**src/rtl/minimal_mem_pkg.sv**
```systemverilog
// Shared types and helpers for the minimal memory interface initiator and responder models.
package minimal_mem_pkg;

    localparam int unsigned MASK_MAX_W = 64;

    typedef enum logic [1:0] {
        IDLE   = 2'd0,
        ACCESS = 2'd1,
        RESP   = 2'd2
    } state_t;

    // Bit mask covering the low 'size' bits, clamped to data_w; size 0 gives an empty mask.
    function automatic logic [MASK_MAX_W-1:0] size_to_mask(input int unsigned size,
                                                           input int unsigned data_w);
        logic [MASK_MAX_W-1:0] m;
        m = '0;
        for (int unsigned i = 0; i < MASK_MAX_W; i++) begin
            m[i] = (i < size) && (i < data_w);
        end
        return m;
    endfunction

endpackage

```
**src/rtl/minimal_mem_initiator_if.sv**
```systemverilog
// Command/response streams plus minimal-interface master bus for one channel.
interface minimal_mem_initiator_if #(
    parameter int unsigned ADDR_W = 8,
    parameter int unsigned DATA_W = 8,
    parameter int unsigned SIZE_W = 4
);
    logic              cmd_valid;
    logic              cmd_ready;
    logic              cmd_we;
    logic [ADDR_W-1:0] cmd_addr;
    logic [DATA_W-1:0] cmd_wdata;
    logic [SIZE_W-1:0] cmd_size;

    logic              rsp_valid;
    logic              rsp_ready;
    logic [DATA_W-1:0] rsp_rdata;
    logic              rsp_err;

    logic              Mout_oe_ram;
    logic              Mout_we_ram;
    logic [ADDR_W-1:0] Mout_addr_ram;
    logic [DATA_W-1:0] Mout_Wdata_ram;
    logic [SIZE_W-1:0] Mout_data_ram_size;
    logic [DATA_W-1:0] M_Rdata_ram;
    logic              M_DataRdy;

    // Initiator side.
    modport master (
        input  cmd_valid, cmd_we, cmd_addr, cmd_wdata, cmd_size,
        input  rsp_ready,
        input  M_Rdata_ram, M_DataRdy,
        output cmd_ready,
        output rsp_valid, rsp_rdata, rsp_err,
        output Mout_oe_ram, Mout_we_ram, Mout_addr_ram, Mout_Wdata_ram, Mout_data_ram_size
    );

    // Host and responder side.
    modport slave (
        output cmd_valid, cmd_we, cmd_addr, cmd_wdata, cmd_size,
        output rsp_ready,
        output M_Rdata_ram, M_DataRdy,
        input  cmd_ready,
        input  rsp_valid, rsp_rdata, rsp_err,
        input  Mout_oe_ram, Mout_we_ram, Mout_addr_ram, Mout_Wdata_ram, Mout_data_ram_size
    );

endinterface

```
**src/rtl/access_watchdog.sv**
```systemverilog
// Counts cycles a strobe has been held and flags the last permitted cycle.
module access_watchdog #(
    parameter int unsigned TIMEOUT = 1024
) (
    input  logic clock,
    input  logic reset,
    input  logic clear,
    input  logic enable,
    output logic expired_c
);
    localparam int unsigned     CNT_W = $clog2(TIMEOUT + 1);
    localparam logic [CNT_W-1:0] LAST = CNT_W'(TIMEOUT - 1);
    localparam logic [CNT_W-1:0] SAT  = CNT_W'(TIMEOUT);

    logic [CNT_W-1:0] count;

    // Saturating cycle counter, cleared whenever no access is in flight.
    always_ff @(posedge clock or posedge reset) begin
        if (reset) begin
            count <= '0;
        end else if (clear) begin
            count <= '0;
        end else if (enable && (count != SAT)) begin
            count <= count + CNT_W'(1);
        end
    end

    assign expired_c = enable && (count == LAST);

endmodule

```
**src/rtl/minimal_mem_initiator.sv**
```systemverilog
// Minimal memory interface bus master: command stream in, single access out, response stream back.
module minimal_mem_initiator #(
    parameter int unsigned ADDR_W  = 8,
    parameter int unsigned DATA_W  = 8,
    parameter int unsigned SIZE_W  = 4,
    parameter int unsigned TIMEOUT = 1024
) (
    input  logic                     clock,
    input  logic                     reset,
    minimal_mem_initiator_if.master  bus
);
    import minimal_mem_pkg::*;

    state_t            state;
    logic              rd_op;
    logic [DATA_W-1:0] mask_q;

    logic              accept_c;
    logic              done_c;
    logic [DATA_W-1:0] cmd_mask_c;
    logic [SIZE_W-1:0] cmd_size_c;
    logic              wd_clear_c;
    logic              wd_enable_c;
    logic              wd_expired_c;

    // Command decode: handshake, data mask and size clamped to the bus width.
    always_comb begin
        accept_c    = bus.cmd_valid && bus.cmd_ready;
        cmd_mask_c  = DATA_W'(size_to_mask(32'(bus.cmd_size), DATA_W));
        cmd_size_c  = (32'(bus.cmd_size) > DATA_W) ? SIZE_W'(DATA_W) : bus.cmd_size;
        wd_enable_c = (state == ACCESS);
        wd_clear_c  = (state != ACCESS);
        done_c      = bus.M_DataRdy || wd_expired_c;
    end

    access_watchdog #(
        .TIMEOUT (TIMEOUT)
    ) u_watchdog (
        .clock     (clock),
        .reset     (reset),
        .clear     (wd_clear_c),
        .enable    (wd_enable_c),
        .expired_c (wd_expired_c)
    );

    // Control FSM with registered stream and bus outputs.
    always_ff @(posedge clock or posedge reset) begin
        if (reset) begin
            state                  <= IDLE;
            rd_op                  <= 1'b0;
            mask_q                 <= '0;
            bus.cmd_ready          <= 1'b0;
            bus.rsp_valid          <= 1'b0;
            bus.rsp_rdata          <= '0;
            bus.rsp_err            <= 1'b0;
            bus.Mout_oe_ram        <= 1'b0;
            bus.Mout_we_ram        <= 1'b0;
            bus.Mout_addr_ram      <= ADDR_W'(0);
            bus.Mout_Wdata_ram     <= '0;
            bus.Mout_data_ram_size <= '0;
        end else begin
            case (state)
                IDLE: begin
                    if (accept_c) begin
                        bus.cmd_ready          <= 1'b0;
                        bus.Mout_we_ram        <= bus.cmd_we;
                        bus.Mout_oe_ram        <= !bus.cmd_we;
                        bus.Mout_addr_ram      <= bus.cmd_addr;
                        bus.Mout_Wdata_ram     <= bus.cmd_wdata & cmd_mask_c;
                        bus.Mout_data_ram_size <= cmd_size_c;
                        rd_op                  <= !bus.cmd_we;
                        mask_q                 <= cmd_mask_c;
                        state                  <= ACCESS;
                    end else begin
                        bus.cmd_ready <= 1'b1;
                    end
                end
                ACCESS: begin
                    // Completion wins over a timeout landing on the same cycle.
                    if (done_c) begin
                        bus.Mout_oe_ram        <= 1'b0;
                        bus.Mout_we_ram        <= 1'b0;
                        bus.Mout_addr_ram      <= ADDR_W'(0);
                        bus.Mout_Wdata_ram     <= '0;
                        bus.Mout_data_ram_size <= '0;
                        bus.rsp_valid          <= 1'b1;
                        bus.rsp_err            <= !bus.M_DataRdy;
                        bus.rsp_rdata          <= (bus.M_DataRdy && rd_op) ?
                                                  (bus.M_Rdata_ram & mask_q) : '0;
                        state                  <= RESP;
                    end
                end
                RESP: begin
                    if (bus.rsp_ready) begin
                        bus.rsp_valid <= 1'b0;
                        bus.rsp_rdata <= '0;
                        bus.rsp_err   <= 1'b0;
                        bus.cmd_ready <= 1'b1;
                        state         <= IDLE;
                    end
                end
                default: begin
                    state <= IDLE;
                end
            endcase
        end
    end

endmodule

```
**src/flat_wrapper.sv**
```systemverilog
// flat-port wrapper written by rule: the top's interface ports become plain ports
module minimal_mem_initiator_flat import minimal_mem_pkg::*;
#(
    parameter int unsigned ADDR_W  = 8,
    parameter int unsigned DATA_W  = 8,
    parameter int unsigned SIZE_W  = 4,
    parameter int unsigned TIMEOUT = 1024
)
  (clock, reset, bus_cmd_valid, bus_cmd_we, bus_cmd_addr, bus_cmd_wdata, bus_cmd_size, bus_rsp_ready, bus_M_Rdata_ram, bus_M_DataRdy, bus_cmd_ready, bus_rsp_valid, bus_rsp_rdata, bus_rsp_err, bus_Mout_oe_ram, bus_Mout_we_ram, bus_Mout_addr_ram, bus_Mout_Wdata_ram, bus_Mout_data_ram_size);
  minimal_mem_initiator_if #(.ADDR_W(ADDR_W), .DATA_W(DATA_W), .SIZE_W(SIZE_W)) bus_i ();
  input  logic clock;
  input  logic reset;
  input wire logic [$bits(bus_i.cmd_valid)-1:0] bus_cmd_valid;
  input wire logic [$bits(bus_i.cmd_we)-1:0] bus_cmd_we;
  input wire logic [$bits(bus_i.cmd_addr)-1:0] bus_cmd_addr;
  input wire logic [$bits(bus_i.cmd_wdata)-1:0] bus_cmd_wdata;
  input wire logic [$bits(bus_i.cmd_size)-1:0] bus_cmd_size;
  input wire logic [$bits(bus_i.rsp_ready)-1:0] bus_rsp_ready;
  input wire logic [$bits(bus_i.M_Rdata_ram)-1:0] bus_M_Rdata_ram;
  input wire logic [$bits(bus_i.M_DataRdy)-1:0] bus_M_DataRdy;
  output wire logic [$bits(bus_i.cmd_ready)-1:0] bus_cmd_ready;
  output wire logic [$bits(bus_i.rsp_valid)-1:0] bus_rsp_valid;
  output wire logic [$bits(bus_i.rsp_rdata)-1:0] bus_rsp_rdata;
  output wire logic [$bits(bus_i.rsp_err)-1:0] bus_rsp_err;
  output wire logic [$bits(bus_i.Mout_oe_ram)-1:0] bus_Mout_oe_ram;
  output wire logic [$bits(bus_i.Mout_we_ram)-1:0] bus_Mout_we_ram;
  output wire logic [$bits(bus_i.Mout_addr_ram)-1:0] bus_Mout_addr_ram;
  output wire logic [$bits(bus_i.Mout_Wdata_ram)-1:0] bus_Mout_Wdata_ram;
  output wire logic [$bits(bus_i.Mout_data_ram_size)-1:0] bus_Mout_data_ram_size;
  assign bus_i.cmd_valid = bus_cmd_valid;
  assign bus_i.cmd_we = bus_cmd_we;
  assign bus_i.cmd_addr = bus_cmd_addr;
  assign bus_i.cmd_wdata = bus_cmd_wdata;
  assign bus_i.cmd_size = bus_cmd_size;
  assign bus_i.rsp_ready = bus_rsp_ready;
  assign bus_i.M_Rdata_ram = bus_M_Rdata_ram;
  assign bus_i.M_DataRdy = bus_M_DataRdy;
  assign bus_cmd_ready = bus_i.cmd_ready;
  assign bus_rsp_valid = bus_i.rsp_valid;
  assign bus_rsp_rdata = bus_i.rsp_rdata;
  assign bus_rsp_err = bus_i.rsp_err;
  assign bus_Mout_oe_ram = bus_i.Mout_oe_ram;
  assign bus_Mout_we_ram = bus_i.Mout_we_ram;
  assign bus_Mout_addr_ram = bus_i.Mout_addr_ram;
  assign bus_Mout_Wdata_ram = bus_i.Mout_Wdata_ram;
  assign bus_Mout_data_ram_size = bus_i.Mout_data_ram_size;
  minimal_mem_initiator #(.ADDR_W(ADDR_W), .DATA_W(DATA_W), .SIZE_W(SIZE_W), .TIMEOUT(TIMEOUT)) u_core (.clock(clock), .reset(reset), .bus(bus_i));
endmodule
```
**config.mk**
```make
export PLATFORM = sky130hd
export DESIGN_NAME = minimal_mem_initiator_flat
export DESIGN_NICKNAME = d
export VERILOG_FILES = /design/src/rtl/minimal_mem_pkg.sv /design/src/rtl/minimal_mem_initiator_if.sv /design/src/rtl/access_watchdog.sv /design/src/rtl/minimal_mem_initiator.sv /design/src/flat_wrapper.sv
export SDC_FILE = /design/constraint.sdc
export NUM_CORES = 1
export LEC_CHECK = 0
export CAP_MARGIN = 20
export CELL_PAD_IN_SITES_DETAIL_PLACEMENT = 1
export CELL_PAD_IN_SITES_GLOBAL_PLACEMENT = 1
export CORE_MARGIN = 8
export CORE_UTILIZATION = 40
export DETAILED_ROUTE_END_ITERATION = 12
export GPL_TIMING_DRIVEN = 0
export PLACE_DENSITY_LB_ADDON = 0.1
export SYNTH_ARGS = -nofsm -noshare
export SYNTH_HDL_FRONTEND = slang
export SYNTH_HIERARCHICAL = 1
export SYNTH_SLANG_ARGS = --single-unit
```
**constraint.sdc**
```tcl
create_clock -name clock -period 4.7 [get_ports clock]
set_input_delay 0.94 -clock clock [delete_from_list [all_inputs] [get_ports clock]]
set_output_delay 0.94 -clock clock [all_outputs]
set_load 0.02 [all_outputs]
```
=== Word level (Yosys, flattened, before mapping) ===
Cells that the tools add are included.

* Equality and inequality tests: 8
* Bitwise operators: 2
* Mux-type cells: 32
* Magnitude comparators: 9
* Add/sub/neg operators: 1
* Reductions and logical operators: 17

{| class="wikitable"
|+ Operator list
! operator !! count
|-
| 8-bit two-way mux || 6
|-
| 8-bit one-hot mux with 2 select lines || 3
|-
| 11-bit two-way mux || 2
|-
| 8-bit AND || 2
|-
| 3-bit by 4-bit less-than comparator with 1-bit output, first input constant || 4
|-
| 4-bit two-way mux || 3
|-
| 11-bit by 1-bit adder with 11-bit output, second input constant || 1
|-
| 11-bit by 10-bit == test with 1-bit output, second input constant || 1
|-
| 11-bit inequality test, second input constant || 1
|-
| 1-bit one-hot mux with 2 select lines || 5
|-
| 3-bit AND reduction || 3
|-
| 1-bit by 4-bit less-than comparator with 1-bit output, first input constant || 2
|-
| 2-bit by 4-bit less-than comparator with 1-bit output, first input constant || 2
|-
| 1-bit two-way mux || 8
|-
| 4-bit one-hot mux with 2 select lines || 1
|-
| 2-bit nonzero test || 4
|-
| 2-bit two-way mux || 3
|-
| 2-bit by 1-bit inequality test with 1-bit output, second input constant || 3
|-
| 2-bit one-hot mux with 3 select lines || 1
|-
| 4-bit greater-than comparator, second input constant || 1
|-
| 1-bit logical AND || 4
|-
| 2-bit AND reduction || 2
|-
| 2-bit by 1-bit == test with 1-bit output, second input constant || 1
|-
| 2-bit == test, second input constant || 1
|-
| 4 further kinds || 5
|}

* Bits of input ports: 34
* Bits in registers: 55

=== Longest topological paths before layout ===
Gate-level depths: netlist of run 1.

* Depth after elaboration: 5
* Depth in mapped cells: 9
* Gate-level depth less buffers: 6

=== Modules after synthesis ===
Netlist of run 1, hierarchy kept.

{| class="wikitable"
|+ Modules (own cells, without submodules)
! module !! area an instance (um^2) !! cells an instance !! times used
|-
| minimal_mem_initiator || 1813.0 || 147 || 1
|-
| access_watchdog || 673.1 || 69 || 1
|}

=== Worst setup path before layout of run 1 ===
Ideal clock, no wire load.

* Path kind: register -> register
* Start: register u_core.state[0]
* End: register u_core.bus.rsp_rdata[4]
* Arrival time: 1963 ps
* Cell stages (with the launch flop): 9
* Period minus slack after synthesis: 2088 ps
* Buffers on the path: 2
* Setup slack: 2612 ps
* Path through: dfrtp_1 -> nor2b_2 -> buf_6 -> buf_2 -> nand4_1 -> nor4_1 -> or2_2 -> a22oi_4 -> mux2_4

* Longest elaborated chain between the ends: 5
* Elaborated cells on any way between the ends: 9

{| class="wikitable"
|+ Ends and longest elaborated chain
! what !! line !! source
|-
| from (decl) || minimal_mem_initiator.sv:14 || <nowiki>state_t state;</nowiki>
|-
| from (signal assigned) || minimal_mem_initiator.sv:49 || <nowiki>state <= IDLE;</nowiki>
|-
| from (signal assigned) || minimal_mem_initiator.sv:73 || <nowiki>state <= ACCESS;</nowiki>
|-
| from (signal assigned) || minimal_mem_initiator.sv:90 || <nowiki>state <= RESP;</nowiki>
|-
| 2-bit by 1-bit == test with 1-bit output || minimal_mem_initiator.sv:31 || <nowiki>wd_enable_c = (state == ACCESS);</nowiki>
|-
| net u_core.wd_enable_c || minimal_mem_initiator.sv:23 || <nowiki>logic wd_enable_c;</nowiki>
|-
| 1-bit logical AND || access_watchdog.sv:28 || <nowiki>assign expired_c = enable && (count == LAST);</nowiki>
|-
| net u_core.wd_expired_c || minimal_mem_initiator.sv:24 || <nowiki>logic wd_expired_c;</nowiki>
|-
| 1-bit logical OR || minimal_mem_initiator.sv:33 || <nowiki>done_c = bus.M_DataRdy || wd_expired_c;</nowiki>
|-
| 2-bit by 1-bit inequality test with 1-bit output (no source line) || - ||
|-
| 3-bit AND reduction (no source line) || - ||
|-
| to (signal assigned) || minimal_mem_initiator.sv:88 || <nowiki>bus.rsp_rdata <= (bus.M_DataRdy && rd_op) ?</nowiki>
|-
| to (decl) || minimal_mem_initiator_if.sv:33 || <nowiki>output rsp_valid, rsp_rdata, rsp_err,</nowiki>
|}

The timed path passes the listed nets, and every way through them passes these cells.
A chain may end at the register's enable or synchronous reset.

=== Worst setup path in the final report of run 1 ===
* Start: register u_core.state[0]
* End: register u_core.bus.Mout_data_ram_size[1]

* Longest elaborated chain between the ends: 5
* Elaborated cells on any way between the ends: 9

{| class="wikitable"
|+ Ends and longest elaborated chain
! what !! line !! source
|-
| 2-bit by 1-bit == test with 1-bit output || minimal_mem_initiator.sv:31 ||
|-
| net u_core.wd_enable_c || minimal_mem_initiator.sv:23 ||
|-
| 1-bit logical AND || access_watchdog.sv:28 ||
|-
| net u_core.wd_expired_c || minimal_mem_initiator.sv:24 ||
|-
| 1-bit logical OR || minimal_mem_initiator.sv:33 ||
|-
| 2-bit by 1-bit inequality test with 1-bit output (no source line) || - ||
|-
| 3-bit AND reduction (no source line) || - ||
|-
| to (signal assigned) || minimal_mem_initiator.sv:70 || <nowiki>bus.Mout_data_ram_size <= cmd_size_c;</nowiki>
|-
| to (decl) || minimal_mem_initiator_if.sv:34 || <nowiki>output Mout_oe_ram, Mout_we_ram, Mout_addr_ram, Mout_Wdata_ram, Mout_data_ram_size</nowiki>
|}

The timed path passes the listed nets, and every way through them passes these cells.

==> results.toml, run 1 <==
[place]
hpwl_microns = 5260
dp_slack_ps = 2060
portBuffers = 65
dp.cells = 357
dpl-instance-area_sq_um = 3250
gp_congestion = 0.822

[setup_path]
setup.worst_path.start_class = "flop"
required_ps = 4910
crit_type = "reg -> reg"
cp_max_fo = 10
r2r_slack_ps = 2050
r2r_cells = 9
critPathArrivalTime_ps = 2870
worstReg2RegEnd = "u_core/bus.Mout_data_ram_size[1]"
reg2reg_from = "u_core/state[0]"
setup.worst_path.end_class = "flop"

[synth]
synth.largest_area_cell = "dfrtp_1"
synth_edf_count = 0
ys.flop_type = "dfrtp_1"
synth_nets = 252
synth_area_leaders = "dfrtp_1 (55%), a22o_1 (4.6%), a32o_1 (3.2%)"
postSynthAreaPerCell_sq_um = 11.5
ys_seq_area_frac = 0.554
ys_async_sr_fraction = 1.00
synth_top_area_frac = 0.554
syn_area_sq_um = 2490
synth_cell_types = 50
ys_warn_count = 6
synth_seq_cells = 55
synth_cells = 216

[sta]
skew_ps = 8.31
whs_ps = 489
finalMaxSlewViolations = 0
rsz0062_at_grt = "no"
post-route-min-period_ps = 2650
post-route-period-util = 0.565
hold_viol = 0
tightest_slew_ps = 674
fmax_ghz = 0.377
setup_viol_count_final = 0
slew_headroom = 0.547
fin_ws_ps = 2050
fin_tns_setup_ps = 0

[clocking]
cts_max_level = 2
clock-sinks = 55
cts_buffers = 5
cts_setup_buffers = 0
hold_buffers = 0
cts_resized = 0
root_buffer = "clkbuf_8"
cts_tree = "yes"
cts_max_path_buffers = 2
clock_latency_ps = 310
clkTransAtPathRegs_ps = 100

[grt]
antenna_found_initial = 0
grt_start_max_net_pins = 43
grt_pass1_vias = 2204
gr-total-overflow = 0
grt_use_total = 0.161
grt_pass1_wl_microns = 11400

[detailed_routing]
route.antenna.remaining_nets = 0
routed_wl_microns = 6890
drt-wirelength-per-cell_microns = 18.9
drt_iter0_drc = 37
vias_per_cell = 5.51
drc = 0
drt_pass1_iterations = 2
vias = 2011

[run_status]
status = "finished clean"

[floorplanning]
start_util = 0.417
die_h_microns = 94.8
fp-row-count = 28
die_w_microns = 94.8
core_sq_um = 5960
ios = 67
design.die.area_sq_um = 8990

[final_layout]
syn_to_final_growth_pct = 34.7
final_cells = 365
regArea_sq_um = 1380
drive_above_1_share = 0.124
final_core_util = 0.562
fin_area_sq_um = 3350
insertedDiodeCount = 0
final_nets = 325
final_cell_mix = "clkdlybuf4s50_1 (65), dfrtp_1 (55), nand2_1 (17), a21oi_1 (13), a22o_1 (13)"
multi_input_area_sq_um = 983
n_fill_cell = 633
final_common_cell = "clkdlybuf4s50_1"

[flow_run]
maxCapViolCount = 0

[hold_path]
hold_path_end = "u_core/bus.Mout_Wdata_ram[5]"
whs_path_depth = 1
min_from = "u_core/bus.Mout_Wdata_ram[5]"
hold_path_class = "reg -> reg"

[power_and_ir_drop]
total_power_mw = 1.93
pwr_density_cell_nw_per_um2 = 576
p_leak_nw = 1.51
ir_drop_mv = 0.344
==> worst max path at each step <==
stage / depth (start not counted) / startpoint / end / slack (ps)
4_1_cts: 9 / u_core/state[0] / u_core/bus.Mout_data_ram_size[1] / 2050
2_1_floorplan: 8 / u_core/state[0] / u_core/bus.rsp_rdata[4] / 2610
3_5_place_dp: 9 / u_core/state[0] / u_core/bus.Mout_addr_ram[2] / 2060
6_report: 9 / u_core/state[0] / u_core/bus.Mout_data_ram_size[1] / 2050
3_3_place_gp: 2 / reset / u_core/bus.rsp_rdata[0] / 1770
5_1_grt: 9 / u_core/state[0] / u_core/bus.Mout_data_ram_size[1] / 1870
==> sequential cells by signal, indices dropped and copies added (netlist names) <==
register and count:
u_core/bus.cmd_ready 1, u_core/bus.rsp_rdata 8, u_core/bus.Mout_addr_ram 8, u_core/bus.Mout_we_ram 1, u_core/bus.rsp_valid 1, u_core/rd_op 1
u_core/bus.Mout_oe_ram 1, u_core/u_watchdog/count 11, u_core/bus.rsp_err 1, u_core/state 2, u_core/bus.Mout_data_ram_size 4, u_core/mask_q 8
u_core/bus.Mout_Wdata_ram 8
==> cell type report <==
type	instances	area share
Sequential cell	55	0.411
Multi-Input combinational cell	136	0.294
Timing Repair Buffer	66	0.200
Tap cell	75	0.0280
Clock buffer	6	0.0247
Buffer	11	0.0220
Inverter	14	0.0157
Clock inverter	2	0.00486
==> Yosys cell counts, types with 2 or more instances <==
cell type / instances
nor4_1: 5
nor3_1: 4
dfrtp_1: 55
a21oi_1: 13
nor4_2: 2
o21a_1: 2
o31ai_1: 2
nor2b_1: 3
xor2_1: 2
o2bb2ai_1: 4
nand3_1: 2
nand3b_1: 2
clkbuf_1: 2
nand2_1: 17
a32o_1: 8
or3_2: 2
a21o_1: 8
or4_1: 2
inv_1: 13
a22o_1: 13
and4_1: 2
buf_2: 5
ha_1: 2
or3_1: 2
buf_6: 3
mux2_4: 2
nor2_1: 5
nand4_1: 3
o21ai_0: 10
==> cells by family (layout without fill, tap and decap cells) <==
group,Yosys count,in the layout,synth area share
compound gates,69,69,0.211
xor+xnor,2,2,0.00705
fa+ha+maj,2,2,0.0101
buf+inv,25,99,0.0508
flops,55,55,0.554
mux,2,2,0.0121
simple gates,61,61,0.155
==> critical path: stages (launching register included) <==
cell and delay (ps):
dfrtp_1 440, nor2b_2 230, buf_6 180, buf_2 220, nand4_1 150, nor4_1 550, or2_2 300, a21oi_2 120
buf_6 170, a32o_1 200
==> report_power, final <==
group / total, mW / leakage (nW) / internal [mW] / switching (mW)
combinational: 0.898 / 0.746 / 0.428 / 0.470
clock: 0.278 / 0.0474 / 0.121 / 0.158
sequential: 0.752 / 0.719 / 0.641 / 0.111
==> metal layers <==
| metal | share of wire | GRT usage | vias up |
|---|---|---|---|
| met5 | 0 | 0 | - |
| met4 | 0.011 | 0.0455 | 0 |
| met3 | 0.069 | 0.0548 | 5 |
| met2 | 0.47 | 0.254 | 50 |
| met1 | 0.45 | 0.203 | 1009 |
| li1 | - | - | 947 |
No activity file was read; power rests on OpenSTA's default activity.
==> run 2, diff against run 1 <==
- CORE_UTILIZATION: 40 -> 37
- clock period: 4.7 -> 2.6 ns (I/O delays scaled with it)
==> run 2 against run 1 <==
Clock skew decreased by 4.2 ps. Largest cell class unchanged. Power increased by 78%. Critical path depth unchanged. Wire length decreased by 1.2%. First-iteration DRC count decreased by 14%. Via count decreased by 2.3%.
==> results.toml, run 2 (same netlist as run 1, synthesis figures left out) <==
[final_layout]
largest_register_ffs = 11
multi_input_area_sq_um = 998
regArea_sq_um = 1380
syn_to_final_growth_pct = 35.2
insertedDiodeCount = 0
fin_area_sq_um = 3360
final_core_util = 0.506
final_cell_mix = "clkdlybuf4s50_1 (65), dfrtp_1 (55), nand2_1 (17), a21oi_1 (13), a22o_1 (13)"
drive_above_1_share = 0.128
final_nets = 325
regMostFlops = "u_core/u_watchdog/count"
n_fill_cell = 720
final_common_cell = "clkdlybuf4s50_1"

[clocking]
cts_max_path_buffers = 2
cts_tree = "yes"
root_buffer = "clkbuf_8"
clkTransAtPathRegs_ps = 100
hold_buffers = 0
clock-sinks = 55
clock_latency_ps = 310
cts_max_level = 2
cts_buffers = 5

[detailed_routing]
vias_per_cell = 5.31
route.antenna.remaining_nets = 0
drc = 0
vias = 1965
drt_pass1_iterations = 4
drt-wirelength-per-cell_microns = 18.4
drt_iter0_drc = 32
routed_wl_microns = 6810

[floorplanning]
fp-row-count = 30
die_w_microns = 98.0
design.die.area_sq_um = 9600
start_util = 0.374
core_sq_um = 6640
ios = 67
die_h_microns = 98.0

[place]
portBuffers = 65
gp_congestion = 0.726
hpwl_microns = 5250
dpl-instance-area_sq_um = 3260

[run_status]
status = "finished clean"

[setup_path]
setup.worst_path.start_class = "flop"
critPathArrivalTime_ps = 2630
cp_cell_sequence = "nor2b_2, buf_6, buf_2, nand4_1, nor4_4, or2_2, a21oi_2, buf_6, a32o_1"
max_stage_delay_ps = 450
setup.worst_path.end_class = "flop"
required_ps = 2810
crit_top_cell = "buf_6"
crit_type = "reg -> reg"
critPathTopFamily = "simple AND/OR/NAND/NOR gates"
cpMaxStageDelayCell = "dfrtp_1"
cp_num_buf_inv = 3
cp_max_fo = 10

[sta]
finalMaxSlewViolations = 0
fmax_ghz = 0.413
slew_headroom = 0.647
hold_viol = 0
skew_ps = 4.09
whs_ps = 435
tightest_slew_ps = 525
rsz0062_at_grt = "no"
setup_viol_count_final = 0
post-route-min-period_ps = 2420
post-route-period-util = 0.931

[hold_path]
hold_path_class = "in -> async"

[flow_run]
maxCapViolCount = 0

[grt]
grt_pass1_wl_microns = 11800
grt_pass1_vias = 2160
antenna_found_initial = 0
grt_start_max_net_pins = 39
gr-total-overflow = 0
grt_use_total = 0.152

[power_and_ir_drop]
p_leak_nw = 1.50
pwr_density_cell_nw_per_um2 = 1020
total_power_mw = 3.43
ir_drop_mv = 0.436
-- run 2: changes by cell type in the layout (fill, tap and decap cells not counted) --
| cell | before | now |
|---|---|---|
| clkinv_2 | 0 | 1 |
| nor4_4 | 0 | 1 |
| clkinvlp_4 | 1 | 2 |
| clkinv_4 | 1 | 0 |
| nor4_1 | 5 | 4 |
| clkbuf_8 | 6 | 5 |
-- run 2: where the power goes --
group | switching, mW | total, mW | internal, mW
logic | 0.828 | 1.60 | 0.774
clock network | 0.289 | 0.477 | 0.188
registers | 0.197 | 1.36 | 1.16
total | 1.31 | 3.43 | 2.12
-- run 2: final cells by class --
| type | instances | area share |
|---|---|---|
| Sequential cell | 55 | 0.410 |
| Multi-Input combinational cell | 136 | 0.297 |
| Timing Repair Buffer | 66 | 0.200 |
| Tap cell | 80 | 0.0298 |
| Buffer | 11 | 0.0220 |
| Clock buffer | 5 | 0.0205 |
| Inverter | 14 | 0.0156 |
| Clock inverter | 3 | 0.00596 |
-- run 2: per-stage QoR --
step                setup slack [ps]  std cells  TNS, ps
floorplan                        512        216        0
global placement                58.3        361        0
detailed placement             -49.4        362     -460
CTS                              128        370        0
global route                    5.58        370        0
finish                           180        370        0
-- run 2: final timing paths --
path,depth (start not counted),from,endpoint,slack [ps]
min,2,reset,u_core/bus.Mout_addr_ram[0],430
max,9,u_core/state[0],u_core/bus.Mout_data_ram_size[1],180
min reg2reg,1,u_core/bus.Mout_data_ram_size[0],u_core/bus.Mout_data_ram_size[0],490
max in group asynchronous,2,reset,u_core/u_watchdog/count[6],1730
max reg2reg,9,u_core/state[0],u_core/bus.Mout_data_ram_size[1],180
min in group clock,1,u_core/bus.Mout_data_ram_size[0],u_core/bus.Mout_data_ram_size[0],490
-- run 2: worst register-to-register path, stage by stage, from the launching register on --
cell	delay [ps]
dfrtp_1	450
nor2b_2	240
buf_6	180
buf_2	220
nand4_1	210
nor4_4	270
or2_2	250
a21oi_2	130
buf_6	170
a32o_1	200
-- run 2: timing repair --
action | 4_1_cts | 5_1_grt
endpoints found under the setup margin | 19 | 19
resized for setup | 1 | 1
setup buffers | 0 | 0
-- run 2: metal layers --
layer	vias up	share of wire	GRT usage
met3	7	0.087	0.0590
met1	962	0.46	0.199
li1	940	-	-
met4	0	0.012	0.0432
met2	56	0.44	0.226
met5	-	0	0
